$ cat src/rtl/fifo_stream_rd_pkg.sv
// fifo_stream_rd_pkg: shared types and helpers for the FIFO read-side drain path.
// Contents: rd_state_t (FETCH/DRAIN encoding), cnt_width() for sizing beat counters.
package fifo_stream_rd_pkg;

  // FETCH issues FIFO reads; DRAIN only empties what is already buffered or in flight.
  typedef enum logic {
    FETCH = 1'b0,
    DRAIN = 1'b1
  } rd_state_t;

  // Smallest counter width able to index n beats (minimum 1 bit).
  function automatic int cnt_width(input int n);
    for (int w = 1; w < 32; w++) begin
      if ((1 << w) >= n) return w;
    end
    return 32;
  endfunction

endpackage

$ cat src/rtl/fifo_stream_rd_buf.sv
// stream_buf2: 2-entry in-order buffer with registered head.
// Ports: clk, rst (sync, active-high); push_vld/push_dat write side;
//        pop advances the head; occ = 0..2; head_vld/head_dat expose the oldest entry.
module stream_buf2 #(
  parameter int WIDTH = 8
) (
  input  logic             clk,
  input  logic             rst,
  input  logic             push_vld,
  input  logic [WIDTH-1:0] push_dat,
  input  logic             pop,
  output logic [1:0]       occ,
  output logic             head_vld,
  output logic [WIDTH-1:0] head_dat
);
  // Purpose: hold up to two beats in arrival order, head always in ent0.
  // Latency: a pushed beat is visible at the head the cycle after the push.
  // Backpressure: head holds stable until popped; caller must not push into a full buffer.

  logic [WIDTH-1:0] ent0;
  logic [WIDTH-1:0] ent1;
  logic             pop_ok;

  // A pop on an empty buffer is ignored so the block is safe to reuse elsewhere.
  assign pop_ok   = pop & (occ != 2'd0);
  assign head_vld = (occ != 2'd0);
  assign head_dat = ent0;

  always_ff @(posedge clk) begin
    if (rst) begin
      occ  <= 2'd0;
      ent0 <= '0;
      ent1 <= '0;
    end else begin
      case ({push_vld, pop_ok})
        2'b10: begin
          if (occ != 2'd2) begin
            if (occ == 2'd0) ent0 <= push_dat;
            else             ent1 <= push_dat;
            occ <= occ + 2'd1;
          end
        end
        2'b01: begin
          ent0 <= ent1;
          occ  <= occ - 2'd1;
        end
        2'b11: begin
          // Occupancy unchanged; the new beat lands behind whatever remains.
          if (occ == 2'd1) begin
            ent0 <= push_dat;
          end else begin
            ent0 <= ent1;
            ent1 <= push_dat;
          end
        end
        default: ;
      endcase
    end
  end

endmodule

$ cat src/rtl/fifo_stream_rd.sv
// fifo_stream_rd: read-domain drain controller between the async FIFO and a valid/ready stream.
// Ports: clk, rst (sync, active-high); run; fifo_empty/fifo_en/fifo_dout to the FIFO read port;
//        m_valid/m_ready/m_data/m_last stream out; beat_cnt = head index in burst; busy.
module fifo_stream_rd
  import fifo_stream_rd_pkg::*;
#(
  parameter int WIDTH     = 8,
  parameter int BURST_LEN = 16,
  parameter int CNT_W     = cnt_width(BURST_LEN)
) (
  input  logic             clk,
  input  logic             rst,
  input  logic             run,
  input  logic             fifo_empty,
  output logic             fifo_en,
  input  logic [WIDTH-1:0] fifo_dout,
  output logic             m_valid,
  input  logic             m_ready,
  output logic [WIDTH-1:0] m_data,
  output logic             m_last,
  output logic [CNT_W-1:0] beat_cnt,
  output logic             busy
);
  // Purpose: pop the FIFO only when data exists and the local 2-entry buffer has room.
  // Latency: 2 cycles from fifo_en to m_valid; then 1 beat/cycle under continuous m_ready.
  // Backpressure: m_ready low stops reads once buffer + in-flight read reach 2 beats.

  localparam logic [CNT_W-1:0] LAST_BEAT = CNT_W'(BURST_LEN - 1);

  rd_state_t  state;
  logic       rst_q;
  logic       inflight;
  logic       pop;
  logic [1:0] occ;
  logic [2:0] committed;

  assign pop       = m_valid & m_ready;
  assign committed = {1'b0, occ} + {2'b00, inflight};

  // Room test is occ + inflight - pop < 2, rearranged so the 3-bit sum never underflows.
  // rst_q keeps reads off for the first cycle after reset release.
  assign fifo_en = run & ~fifo_empty & ~rst & ~rst_q
                 & (committed < (3'd2 + {2'b00, pop}));

  stream_buf2 #(
    .WIDTH(WIDTH)
  ) u_buf (
    .clk      (clk),
    .rst      (rst),
    .push_vld (inflight),
    .push_dat (fifo_dout),
    .pop      (pop),
    .occ      (occ),
    .head_vld (m_valid),
    .head_dat (m_data)
  );

  assign m_last = m_valid & (beat_cnt == LAST_BEAT);
  assign busy   = (occ != 2'd0) | inflight;

  always_ff @(posedge clk) begin
    if (rst) begin
      state    <= FETCH;
      rst_q    <= 1'b1;
      inflight <= 1'b0;
      beat_cnt <= '0;
    end else begin
      rst_q    <= 1'b0;
      inflight <= fifo_en;
      case (state)
        FETCH:   if (!run) state <= DRAIN;
        DRAIN:   if (run)  state <= FETCH;
        default: state <= FETCH;
      endcase
      // Burst position survives run toggling so bursts may straddle a drain.
      if (pop) beat_cnt <= (beat_cnt == LAST_BEAT) ? '0 : beat_cnt + CNT_W'(1);
    end
  end

  // Buffer plus in-flight read can never exceed the two buffer slots,
  // and a draining controller never issues a read.
  always_ff @(posedge clk) begin
    if (!rst) begin
      assert (committed <= 3'd2);
      if (state == DRAIN && !run) assert (!fifo_en);
    end
  end

endmodule

$ cat config.mk
export PLATFORM = sky130hd
export DESIGN_NAME = fifo_stream_rd
export DESIGN_NICKNAME = d
export VERILOG_FILES = /design/src/rtl/fifo_stream_rd_pkg.sv /design/src/rtl/fifo_stream_rd_buf.sv /design/src/rtl/fifo_stream_rd.sv
export SDC_FILE = /design/constraint.sdc
export NUM_CORES = 1
export LEC_CHECK = 0
export ABC_AREA = 1
export CORE_MARGIN = 3
export CORE_UTILIZATION = 54
export CTS_CLUSTER_DIAMETER = 120
export DETAILED_ROUTE_END_ITERATION = 8
export HOLD_SLACK_MARGIN = 0.05
export PLACE_DENSITY = 0.84
export SLEW_MARGIN = 40
export SYNTH_ARGS = -nofsm -noshare
export SYNTH_HDL_FRONTEND = slang
export SYNTH_SLANG_ARGS = --single-unit
export TNS_END_PERCENT = 20
$ cat constraint.sdc
create_clock -name clk -period 2.5 [get_ports clk]
set_clock_uncertainty 0.2 [all_clocks]
set_input_delay 0.25 -clock clk [delete_from_list [all_inputs] [get_ports clk]]
set_output_delay 0.25 -clock clk [all_outputs]
set_load 0.1 [all_outputs]
* Word-level counts from Yosys, hierarchy flattened
Index checks and enable logic that the tools add are counted.
Operators by class: reductions and logical operators 8, equal/unequal tests 10, multiplexer cells 12, magnitude comparators 1, add/subtract/negate cells 5, bitwise gates (word level) 11
Operators with widths (count):
- $mux 8 | 6
- $pmux 8 s3 | 1
- $pmux 8 s2 | 1
- $and 1x1->1 | 7
- $ne 2x2->1 const B | 3
- $reduce_bool 2->1 | 3
- $add 4x1->4 const B | 1
- $eq 2x1->1 const B | 2
- $eq 2x2->1 const B | 2
- $eq 4x4->1 const B | 1
- $mux 4 | 1
- $ne 2x1->1 const B | 2
- $pmux 2 s2 | 1
- $reduce_and 4->1 | 1
- $add 2x1->3 | 1
- $add 2x1->3 const A | 1
- $lt 3x3->1 | 1
- $not 1->1 | 3
- $reduce_and 3->1 | 1
- $reduce_bool 3->1 | 1
- $add 2x1->2 const B | 1
- $logic_not 2->1 | 1
- $mux 2 | 1
- $reduce_and 2->1 | 1
- 3 further kinds | 3
Word-level totals: input bits 13, flip-flop bits (word level) 24, output and inout port bits 16, word-level logic and storage cells 53

* Logic depth before layout (Yosys ltp)
Gate-level depths: netlist of run 1.
depth after elaboration 6, mapped depth 9

* Cells and area by module
Synthesis of run 1 repeated with hierarchy kept, for this count alone.
Unflattened totals: cells, all modules 170, area total of the unflattened synthesis 1271.2 um^2
By module, submodules not included:
- stream_buf2 | seq. area each 360.3 um^2, instances 1, cells an instance 128, area each 959.7 um^2
- fifo_stream_rd | seq. area each 120.1 um^2, instances 1, cells an instance 42, area each 311.5 um^2

* Worst setup path after synthesis of run 1
Ideal clock, no wire load.
kind register to output, start point register beat_cnt[1], end point output m_last, data required time 2050 ps, stages on the path, launching flop included 4, buffers on the path 0, arrival time 2734 ps, slack -684 ps, cells stage by stage dfxtp_1 -> ha_1 -> nand3_1 -> nor2_1
Between the ends: word-level cells in the longest chain between the ends 2
Ends and longest elaborated chain:
- from (decl) | line fifo_stream_rd.sv:21 | output logic [CNT_W-1:0] beat_cnt,
- from (signal assigned) | line fifo_stream_rd.sv:76 | if (pop) beat_cnt <= (beat_cnt == LAST_BEAT) ? '0 : beat_cnt + CNT_W'(1);
- $eq 4x4->1 | line fifo_stream_rd.sv:58 | assign m_last = m_valid & (beat_cnt == LAST_BEAT);
- $and 1x1->1 | line fifo_stream_rd.sv:58
- to (decl) | line fifo_stream_rd.sv:20 | output logic m_last,
No other way between the ends.

* Final worst setup path of run 1
start point register u_buf.occ[0], end point output fifo_en
Between the ends: word-level cells in the longest chain between the ends 5, elaborated cells between the ends (all ways) 6, classes of those cells 2 x add/sub; 1 x order compare; 2 x bitwise; 1 x reduce/logical
Ends and longest elaborated chain:
- from (decl) | line fifo_stream_rd_buf.sv:12 | output logic [1:0] occ,
- from (signal assigned) | line fifo_stream_rd_buf.sv:40 | occ <= occ + 2'd1;
- from (signal assigned) | line fifo_stream_rd_buf.sv:45 | occ <= occ - 2'd1;
- $reduce_bool 2->1 | line fifo_stream_rd_buf.sv:26 | assign head_vld = (occ != 2'd0);
- $and 1x1->1 | line fifo_stream_rd.sv:37 | assign pop = m_valid & m_ready;
- $add 2x1->3 | line fifo_stream_rd.sv:43 | & (committed < (3'd2 + {2'b00, pop}));
- $lt 3x3->1 (*) | line fifo_stream_rd.sv:43
- $and 1x1->1 (*) | line fifo_stream_rd.sv:43
- to (decl) | line fifo_stream_rd.sv:15 | output logic fifo_en,
Mark *: on every way between the ends. The rest lies on a longest branch, timed or not.

==> results of run 1 <==
## stage by stage
step / TNS [ns] / setup slack (ns) / area, um^2
2_1_floorplan: -0.113 / -0.113 / 1380
3_3_place_gp: 0 / 0.422 / 1660
5_1_grt: 0 / 0.0196 / 1710
6_report: 0 / 0.145 / 1710
4_1_cts: 0 / 0.0465 / 1710
3_5_place_dp: 0 / 0.364 / 1660
## where the power goes
| part | internal (uW) | switching, uW | leakage, uW |
|---|---|---|---|
| logic | 254 | 773 | 0.000562 |
| registers | 449 | 42.8 | 0.000197 |
| clock network | 162 | 114 | 0.0000279 |
## Yosys cell counts
library cell,n,share of area
sky130_fd_sc_hd__nand4_1,9,0.041
sky130_fd_sc_hd__nand3_1,16,0.059
sky130_fd_sc_hd__o21ai_0,2,0.0073
sky130_fd_sc_hd__nor2_4,1,0.0083
sky130_fd_sc_hd__nor2_2,2,0.0092
sky130_fd_sc_hd__clkbuf_1,2,0.0055
sky130_fd_sc_hd__buf_6,2,0.017
sky130_fd_sc_hd__nor3_1,2,0.0073
sky130_fd_sc_hd__nor2_1,25,0.069
sky130_fd_sc_hd__buf_4,2,0.011
sky130_fd_sc_hd__nand2_1,76,0.21
sky130_fd_sc_hd__nand2_4,2,0.017
sky130_fd_sc_hd__a21oi_1,12,0.044
sky130_fd_sc_hd__o21ai_1,8,0.029
sky130_fd_sc_hd__inv_2,1,0.0027
sky130_fd_sc_hd__nand2_2,2,0.0092
sky130_fd_sc_hd__dfxtp_1,24,0.35
sky130_fd_sc_hd__ha_1,7,0.064
sky130_fd_sc_hd__inv_1,14,0.039
## layer usage
layer	share of wire	wire length [um]	up-vias
li1	-	-	728
met1	0.47	1430	585
met2	0.43	1310	44
met3	0.074	225	8
met4	0.025	76	0
met5	0	0	-
## worst register-to-register path: stages (launching register included)
cell and delay [ns]:
sky130_fd_sc_hd__dfxtp_2 0.38, sky130_fd_sc_hd__inv_1 0.08, sky130_fd_sc_hd__ha_1 0.23, sky130_fd_sc_hd__buf_4 0.17, sky130_fd_sc_hd__nor2_2 0.27, sky130_fd_sc_hd__nand3_1 0.30, sky130_fd_sc_hd__nand2_1 0.13, sky130_fd_sc_hd__a21oi_1 0.07
## how the worst max path moves through the flow
| stage | from | endpoint |
|---|---|---|
| 2_1_floorplan | u_buf.occ[0] | fifo_en |
| 3_3_place_gp | m_ready | fifo_en |
| 3_5_place_dp | m_ready | fifo_en |
| 4_1_cts | u_buf.occ[0] | fifo_en |
| 5_1_grt | u_buf.occ[0] | fifo_en |
| 6_report | u_buf.occ[0] | fifo_en |
## flip-flops by register name, indices dropped and copies added (netlist names)
name            count
inflight            1
rst_q               1
u_buf.ent1          8
u_buf.occ           2
u_buf.head_dat      8
beat_cnt            4
## timing repair
| item | CTS | global route |
|---|---|---|
| endpoints found under the hold margin | 0 | 0 |
| gates resized for setup | 0 | 3 |
| setup endpoints to repair | 0 | 1 |
## area by class of cell
cell class | instances | area share
inverter | 15 | 0.0351
timing repair buffer | 30 | 0.171
clock inverter | 1 | 0.0175
sequential | 24 | 0.282
clock buffer | 3 | 0.0131
multi-input combinational | 164 | 0.461
tap | 28 | 0.0205
## kinds of logic (layout without fill, tap and decap cells)
group	count (synthesis)	in the layout	share of synthesized area
AND/OR/NAND/NOR	135	135	0.428
buffers and inverters	21	49	0.0743
flip-flops	24	24	0.352
adder cells (fa/ha/maj)	7	7	0.0642
AO/OA/AOI/OAI	22	22	0.0807
==> run_summary.xml, run 1 <==
<?xml version="1.0" encoding="UTF-8"?>
<metrics>
  <group name="outcome">
    <metric name="status" unit="">finished clean</metric>
  </group>
  <group name="final_layout">
    <metric name="most_common_library_cell_in_the_layout_ignoring_fill_and_taps" unit="">sky130_fd_sc_hd__nand2_1</metric>
    <metric name="multiInputGateArea" unit="um^2">790</metric>
    <metric name="layout.filler_cells" unit="">194</metric>
    <metric name="mostFrequentLayoutCells" unit="">sky130_fd_sc_hd__nand2_1 (76), sky130_fd_sc_hd__nor2_1 (24), sky130_fd_sc_hd__dfxtp_1 (22)</metric>
    <metric name="finish.utilization" unit="">0.746</metric>
    <metric name="antennaDiodeCount" unit="">0</metric>
    <metric name="layout-drive-gt1-share" unit="">0.143</metric>
    <metric name="fin_nets" unit="">258</metric>
    <metric name="stdcell_count" unit="">265</metric>
    <metric name="areaGrowthSynthToFinish" unit="%">25.6</metric>
    <metric name="layout.area.seq" unit="um^2">483</metric>
  </group>
  <group name="die">
    <metric name="horizontal_extent_of_the_die" unit="um">56.3</metric>
    <metric name="fp-row-count" unit="">17</metric>
    <metric name="floorplan.core_area" unit="um^2">2300</metric>
    <metric name="io_pins" unit="">29</metric>
    <metric name="fp.dieH" unit="um">56.3</metric>
    <metric name="die_ar" unit="um^2">3160</metric>
    <metric name="start_util" unit="">0.594</metric>
  </group>
  <group name="logic_synthesis">
    <metric name="unique_cell_type_count_in_the_yosys_netlist" unit="">19</metric>
    <metric name="syn_area" unit="um^2">1360</metric>
    <metric name="share_of_the_yosys_chip_area_belonging_to_registers" unit="">0.352</metric>
    <metric name="ys.warnings.count" unit="">0</metric>
    <metric name="avgSynthCellArea" unit="um^2">6.53</metric>
    <metric name="synth.net_count" unit="">229</metric>
    <metric name="ys_ff_latch" unit="">24</metric>
    <metric name="syn-instance-count" unit="">209</metric>
  </group>
  <group name="clock_network">
    <metric name="ctsHoldBuffers" unit="">0</metric>
    <metric name="tritoncts" unit="">built</metric>
    <metric name="cts.path.max_buffers" unit="">2</metric>
    <metric name="root_buffer" unit="">sky130_fd_sc_hd__clkbuf_4</metric>
    <metric name="depth_of_the_cts_h_tree" unit="">1</metric>
    <metric name="clock_sinks" unit="">24</metric>
    <metric name="post-cts-setup-buffer-count" unit="">0</metric>
    <metric name="worst_skew_pair.late_latency" unit="ns">0.31</metric>
    <metric name="numCtsBuffers" unit="">3</metric>
    <metric name="clock_transition_at_the_registers_of_the_reported_paths" unit="ns">0.13</metric>
  </group>
  <group name="routing">
    <metric name="antenna_violation_net_count_after_detailed_routing" unit="">0</metric>
    <metric name="drc" unit="">0</metric>
    <metric name="drt_iter0_markers" unit="">42</metric>
    <metric name="routed-via-count" unit="">1365</metric>
    <metric name="post_drt_wl_per_cell" unit="um">11.5</metric>
    <metric name="detail_route.wirelength" unit="um">3050</metric>
    <metric name="viasPerCell" unit="">5.15</metric>
    <metric name="firstDrtPassIters" unit="">4</metric>
  </group>
  <group name="pwr">
    <metric name="vdd_ir_drop_max" unit="mV">0.985</metric>
    <metric name="leakage" unit="uW">0.000787</metric>
    <metric name="powerDensity" unit="nW/um^2">1050</metric>
    <metric name="total_power" unit="uW">1790</metric>
  </group>
  <group name="min_path">
    <metric name="worst_hold_startpoint" unit="">u_buf.ent1[5]</metric>
    <metric name="timing.hold.worst_endpoint" unit="">u_buf.ent1[5]</metric>
    <metric name="hold_path_depth" unit="">2</metric>
    <metric name="min_path_type" unit="">register to register</metric>
  </group>
  <group name="sta">
    <metric name="timing_hold_violations_final" unit="">0</metric>
    <metric name="fin_crit" unit="ns">2.36</metric>
    <metric name="grt_setup_unrepaired" unit="">false</metric>
    <metric name="finalSetupViolCount" unit="">0</metric>
    <metric name="min_period_over_period" unit="">0.942</metric>
    <metric name="max_freq" unit="MHz">425</metric>
    <metric name="slew_violations" unit="">0</metric>
    <metric name="fin_worst_hold_slack" unit="ns">0.296</metric>
    <metric name="relSlewSlack" unit="">0.696</metric>
    <metric name="worstMarginPinSlew" unit="ns">0.455</metric>
  </group>
  <group name="global_route">
    <metric name="grt_usage" unit="">0.199</metric>
    <metric name="grt_max_degree" unit="">17</metric>
    <metric name="grt_pass1_vias" unit="">1206</metric>
    <metric name="grt_util_met1" unit="">0.272</metric>
    <metric name="antenna_found_initial" unit="">0</metric>
    <metric name="gr-usage-met2" unit="">0.312</metric>
    <metric name="met3_layer_usage_reported_by_global_route" unit="">0.0253</metric>
    <metric name="grt_pass1_wl" unit="um">5200</metric>
    <metric name="grt-busiest-layer" unit="">met2</metric>
    <metric name="grt.overflow.total" unit="">0</metric>
  </group>
  <group name="worst_setup_path">
    <metric name="critPathTopFamily" unit="">buffers and inverters</metric>
    <metric name="reg2reg_to" unit="">u_buf.ent1[7]</metric>
    <metric name="worst_setup_path_start_kind" unit="">register</metric>
    <metric name="critical_path_class" unit="">register to output port</metric>
    <metric name="worst-path-max-fanout" unit="">16</metric>
    <metric name="rrSetupSlack" unit="ns">0.59</metric>
    <metric name="cp_data_arrival_time" unit="ns">1.91</metric>
    <metric name="ff2ff_path_depth" unit="">7</metric>
    <metric name="worstPathCellList" unit="">inv_1, ha_1, inv_2, nand2_4, o21ai_1, nand4_1, clkinvlp_4, buf_12</metric>
    <metric name="startpoint_of_the_most_critical_register_to_register_path" unit="">u_buf.occ[0]</metric>
    <metric name="endpoint_kind" unit="">output port</metric>
    <metric name="max_stage_delay" unit="ns">0.38</metric>
    <metric name="cp.buffers_inverters" unit="">4</metric>
    <metric name="critical-path-slowest-cell" unit="">sky130_fd_sc_hd__dfxtp_2</metric>
    <metric name="cp_num_cells" unit="">8</metric>
    <metric name="cp_data_required_time" unit="ns">2.05</metric>
  </group>
  <group name="placed_design">
    <metric name="dp_cells" unit="">261</metric>
    <metric name="gpl.final_weighted_congestion" unit="">0.928</metric>
    <metric name="hpwl_after_detailed_placement" unit="um">2390</metric>
    <metric name="port_buffers" unit="">28</metric>
  </group>
  <group name="job">
    <metric name="maxCapViolCount" unit="">0</metric>
  </group>
</metrics>
Power figures use the tool's default switching activity.
==> run 2: changes to the inputs <==
--- a/config.mk
+++ b/config.mk
@@ -7,11 +7,11 @@
 export LEC_CHECK = 0
 export ABC_AREA = 1
 export CORE_MARGIN = 3
-export CORE_UTILIZATION = 54
+export CORE_UTILIZATION = 50
 export CTS_CLUSTER_DIAMETER = 120
 export DETAILED_ROUTE_END_ITERATION = 8
 export HOLD_SLACK_MARGIN = 0.05
-export PLACE_DENSITY = 0.84
+export PLACE_DENSITY = 0.79
 export SLEW_MARGIN = 40
 export SYNTH_ARGS = -nofsm -noshare
 export SYNTH_HDL_FRONTEND = slang
==> constraint.sdc (replaced) <==
create_clock -name clk -period 2.7 [get_ports clk]
set_clock_uncertainty 0.2 [all_clocks]
set_input_delay 0.27 -clock clk [delete_from_list [all_inputs] [get_ports clk]]
set_output_delay 0.27 -clock clk [all_outputs]
set_load 0.1 [all_outputs]
==> run 2 against run 1 <==
Worst setup slack improved by 0.042 ns. Core utilization fell by 9.9 points. Worst hold slack improved by 0.0024 ns. Combinational power fell by 11%. Power fell by 15%. Wire length rose by 4.0%. Register-to-register slack improved by 0.13 ns. Design area fell by 3.9%. Critical path depth did not move. Via count rose by 1.0%.
==> run_summary.xml, run 2 (synthesized netlist as in run 1, its figures left out) <==
<?xml version="1.0" encoding="UTF-8"?>
<metrics>
  <group name="outcome">
    <metric name="status" unit="">finished clean</metric>
  </group>
  <group name="clock_network">
    <metric name="numCtsBuffers" unit="">3</metric>
    <metric name="clock_transition_at_the_registers_of_the_reported_paths" unit="ns">0.12</metric>
    <metric name="root_buffer" unit="">sky130_fd_sc_hd__clkbuf_4</metric>
    <metric name="worst_skew_pair.late_latency" unit="ns">0.31</metric>
    <metric name="cts.path.max_buffers" unit="">2</metric>
    <metric name="clock_sinks" unit="">24</metric>
    <metric name="ctsHoldBuffers" unit="">0</metric>
    <metric name="depth_of_the_cts_h_tree" unit="">1</metric>
    <metric name="post-cts-setup-buffer-count" unit="">0</metric>
    <metric name="tritoncts" unit="">built</metric>
  </group>
  <group name="routing">
    <metric name="detail_route.wirelength" unit="um">3170</metric>
    <metric name="firstDrtPassIters" unit="">5</metric>
    <metric name="post_drt_wl_per_cell" unit="um">12.0</metric>
    <metric name="drc" unit="">0</metric>
    <metric name="routed-via-count" unit="">1379</metric>
    <metric name="viasPerCell" unit="">5.20</metric>
    <metric name="drt_iter0_markers" unit="">63</metric>
    <metric name="antenna_violation_net_count_after_detailed_routing" unit="">0</metric>
  </group>
  <group name="sta">
    <metric name="min_period_over_period" unit="">0.931</metric>
    <metric name="grt_setup_unrepaired" unit="">false</metric>
    <metric name="fin_worst_hold_slack" unit="ns">0.298</metric>
    <metric name="setup_tns_after_final_layout" unit="ns">0</metric>
    <metric name="slew_violations" unit="">0</metric>
    <metric name="timing_hold_violations_final" unit="">0</metric>
    <metric name="relSlewSlack" unit="">0.675</metric>
    <metric name="max_freq" unit="MHz">398</metric>
    <metric name="finalSetupViolCount" unit="">0</metric>
    <metric name="fin_crit" unit="ns">2.51</metric>
    <metric name="worstMarginPinSlew" unit="ns">0.486</metric>
  </group>
  <group name="die">
    <metric name="horizontal_extent_of_the_die" unit="um">58.2</metric>
    <metric name="io_pins" unit="">29</metric>
    <metric name="die_ar" unit="um^2">3390</metric>
    <metric name="start_util" unit="">0.536</metric>
    <metric name="floorplan.core_area" unit="um^2">2540</metric>
    <metric name="fp-row-count" unit="">18</metric>
    <metric name="fp.dieH" unit="um">58.2</metric>
  </group>
  <group name="global_route">
    <metric name="grt_util_met1" unit="">0.281</metric>
    <metric name="grt_pass1_vias" unit="">1224</metric>
    <metric name="met3_layer_usage_reported_by_global_route" unit="">0.0267</metric>
    <metric name="antenna_found_initial" unit="">0</metric>
    <metric name="grt_usage" unit="">0.201</metric>
    <metric name="grt_max_degree" unit="">17</metric>
    <metric name="grt.overflow.total" unit="">0</metric>
    <metric name="grt_pass1_wl" unit="um">5380</metric>
    <metric name="grt-busiest-layer" unit="">met2</metric>
    <metric name="gr-usage-met2" unit="">0.313</metric>
  </group>
  <group name="final_layout">
    <metric name="mostFrequentLayoutCells" unit="">sky130_fd_sc_hd__nand2_1 (76), sky130_fd_sc_hd__nor2_1 (24), sky130_fd_sc_hd__dfxtp_1 (23)</metric>
    <metric name="finish.utilization" unit="">0.647</metric>
    <metric name="fin_nets" unit="">257</metric>
    <metric name="antennaDiodeCount" unit="">0</metric>
    <metric name="layout.filler_cells" unit="">242</metric>
    <metric name="areaGrowthSynthToFinish" unit="%">20.7</metric>
    <metric name="layout-drive-gt1-share" unit="">0.132</metric>
    <metric name="stdcell_count" unit="">265</metric>
    <metric name="most_common_library_cell_in_the_layout_ignoring_fill_and_taps" unit="">sky130_fd_sc_hd__nand2_1</metric>
  </group>
  <group name="placed_design">
    <metric name="hpwl_after_detailed_placement" unit="um">2460</metric>
    <metric name="port_buffers" unit="">28</metric>
    <metric name="gpl.final_weighted_congestion" unit="">0.823</metric>
    <metric name="dp_cells" unit="">262</metric>
  </group>
  <group name="pwr">
    <metric name="vdd_ir_drop_max" unit="mV">0.629</metric>
    <metric name="leakage" unit="uW">0.000761</metric>
    <metric name="powerDensity" unit="nW/um^2">926</metric>
  </group>
  <group name="worst_setup_path">
    <metric name="worst-path-max-fanout" unit="">16</metric>
    <metric name="worst_setup_path_start_kind" unit="">register</metric>
    <metric name="critical_path_class" unit="">register to output port</metric>
    <metric name="max_stage_delay" unit="ns">0.41</metric>
    <metric name="endpoint_kind" unit="">output port</metric>
    <metric name="cp_data_arrival_time" unit="ns">2.04</metric>
    <metric name="rrSetupSlack" unit="ns">0.72</metric>
    <metric name="critical-path-slowest-cell" unit="">sky130_fd_sc_hd__dfxtp_1</metric>
    <metric name="worstPathCellList" unit="">inv_1, ha_1, inv_2, nand2_4, o21ai_1, nand4_1, clkinvlp_4, buf_12</metric>
    <metric name="cp_data_required_time" unit="ns">2.23</metric>
  </group>
  <group name="min_path">
    <metric name="min_path_type" unit="">register to register</metric>
  </group>
  <group name="job">
    <metric name="maxCapViolCount" unit="">0</metric>
  </group>
</metrics>
## run 2: what timing repair did
action                                  in CTS  in global routing
resized for setup                            0                  2
endpoints found under the hold margin        0                  0
endpoints found under the setup margin       0                  1
## run 2: area by class of cell
class / instances / area, um^2 / area share
tap: 30 / 37.5 / 0.0228
timing repair buffer: 29 / 260 / 0.158
inverter: 15 / 60.1 / 0.0365
multi-input combinational: 164 / 785 / 0.476
clock buffer: 3 / 22.5 / 0.0137
sequential: 24 / 482 / 0.293
## run 2: critical path: cells and delay by family, from the launching register on
kind | cells | cell delay (ns)
AO/OA/AOI/OAI | 1 | 0.19
AND/OR/NAND/NOR | 2 | 0.31
buffers and inverters | 4 | 0.52
adder cells (fa/ha/maj) | 1 | 0.29
flip-flops | 1 | 0.41
## run 2: power breakdown
group | switching [uW] | internal, uW | leakage [uW]
clock network | 100 | 52.1 | 0.0000138
registers | 43.3 | 414 | 0.000196
logic | 707 | 207 | 0.000551
## run 2: worst paths after layout
kind,end,from,depth (start not counted)
max,fifo_en,u_buf.occ[1],8
max reg2reg,u_buf.ent1[6],u_buf.occ[1],6
min reg2reg,u_buf.ent1[1],u_buf.ent1[1],2
min,u_buf.ent1[1],u_buf.ent1[1],2
## run 2: through the flow
stage | power [uW] | cell area [um^2] | setup slack [ns]
floorplan | 1210 | 1370 | -0.0515
global placement | 1360 | 1620 | 0.595
detailed placement | 1380 | 1620 | 0.445
CTS | 1530 | 1650 | 0.0693
global route | 1610 | 1650 | 0.0504
finish | 1520 | 1650 | 0.187
## run 2: routing by layer
layer,routed length (um),vias up
li1,-,723
met1,1460,603
met2,1490,49
met3,175,4
met4,46,0
met5,0,-
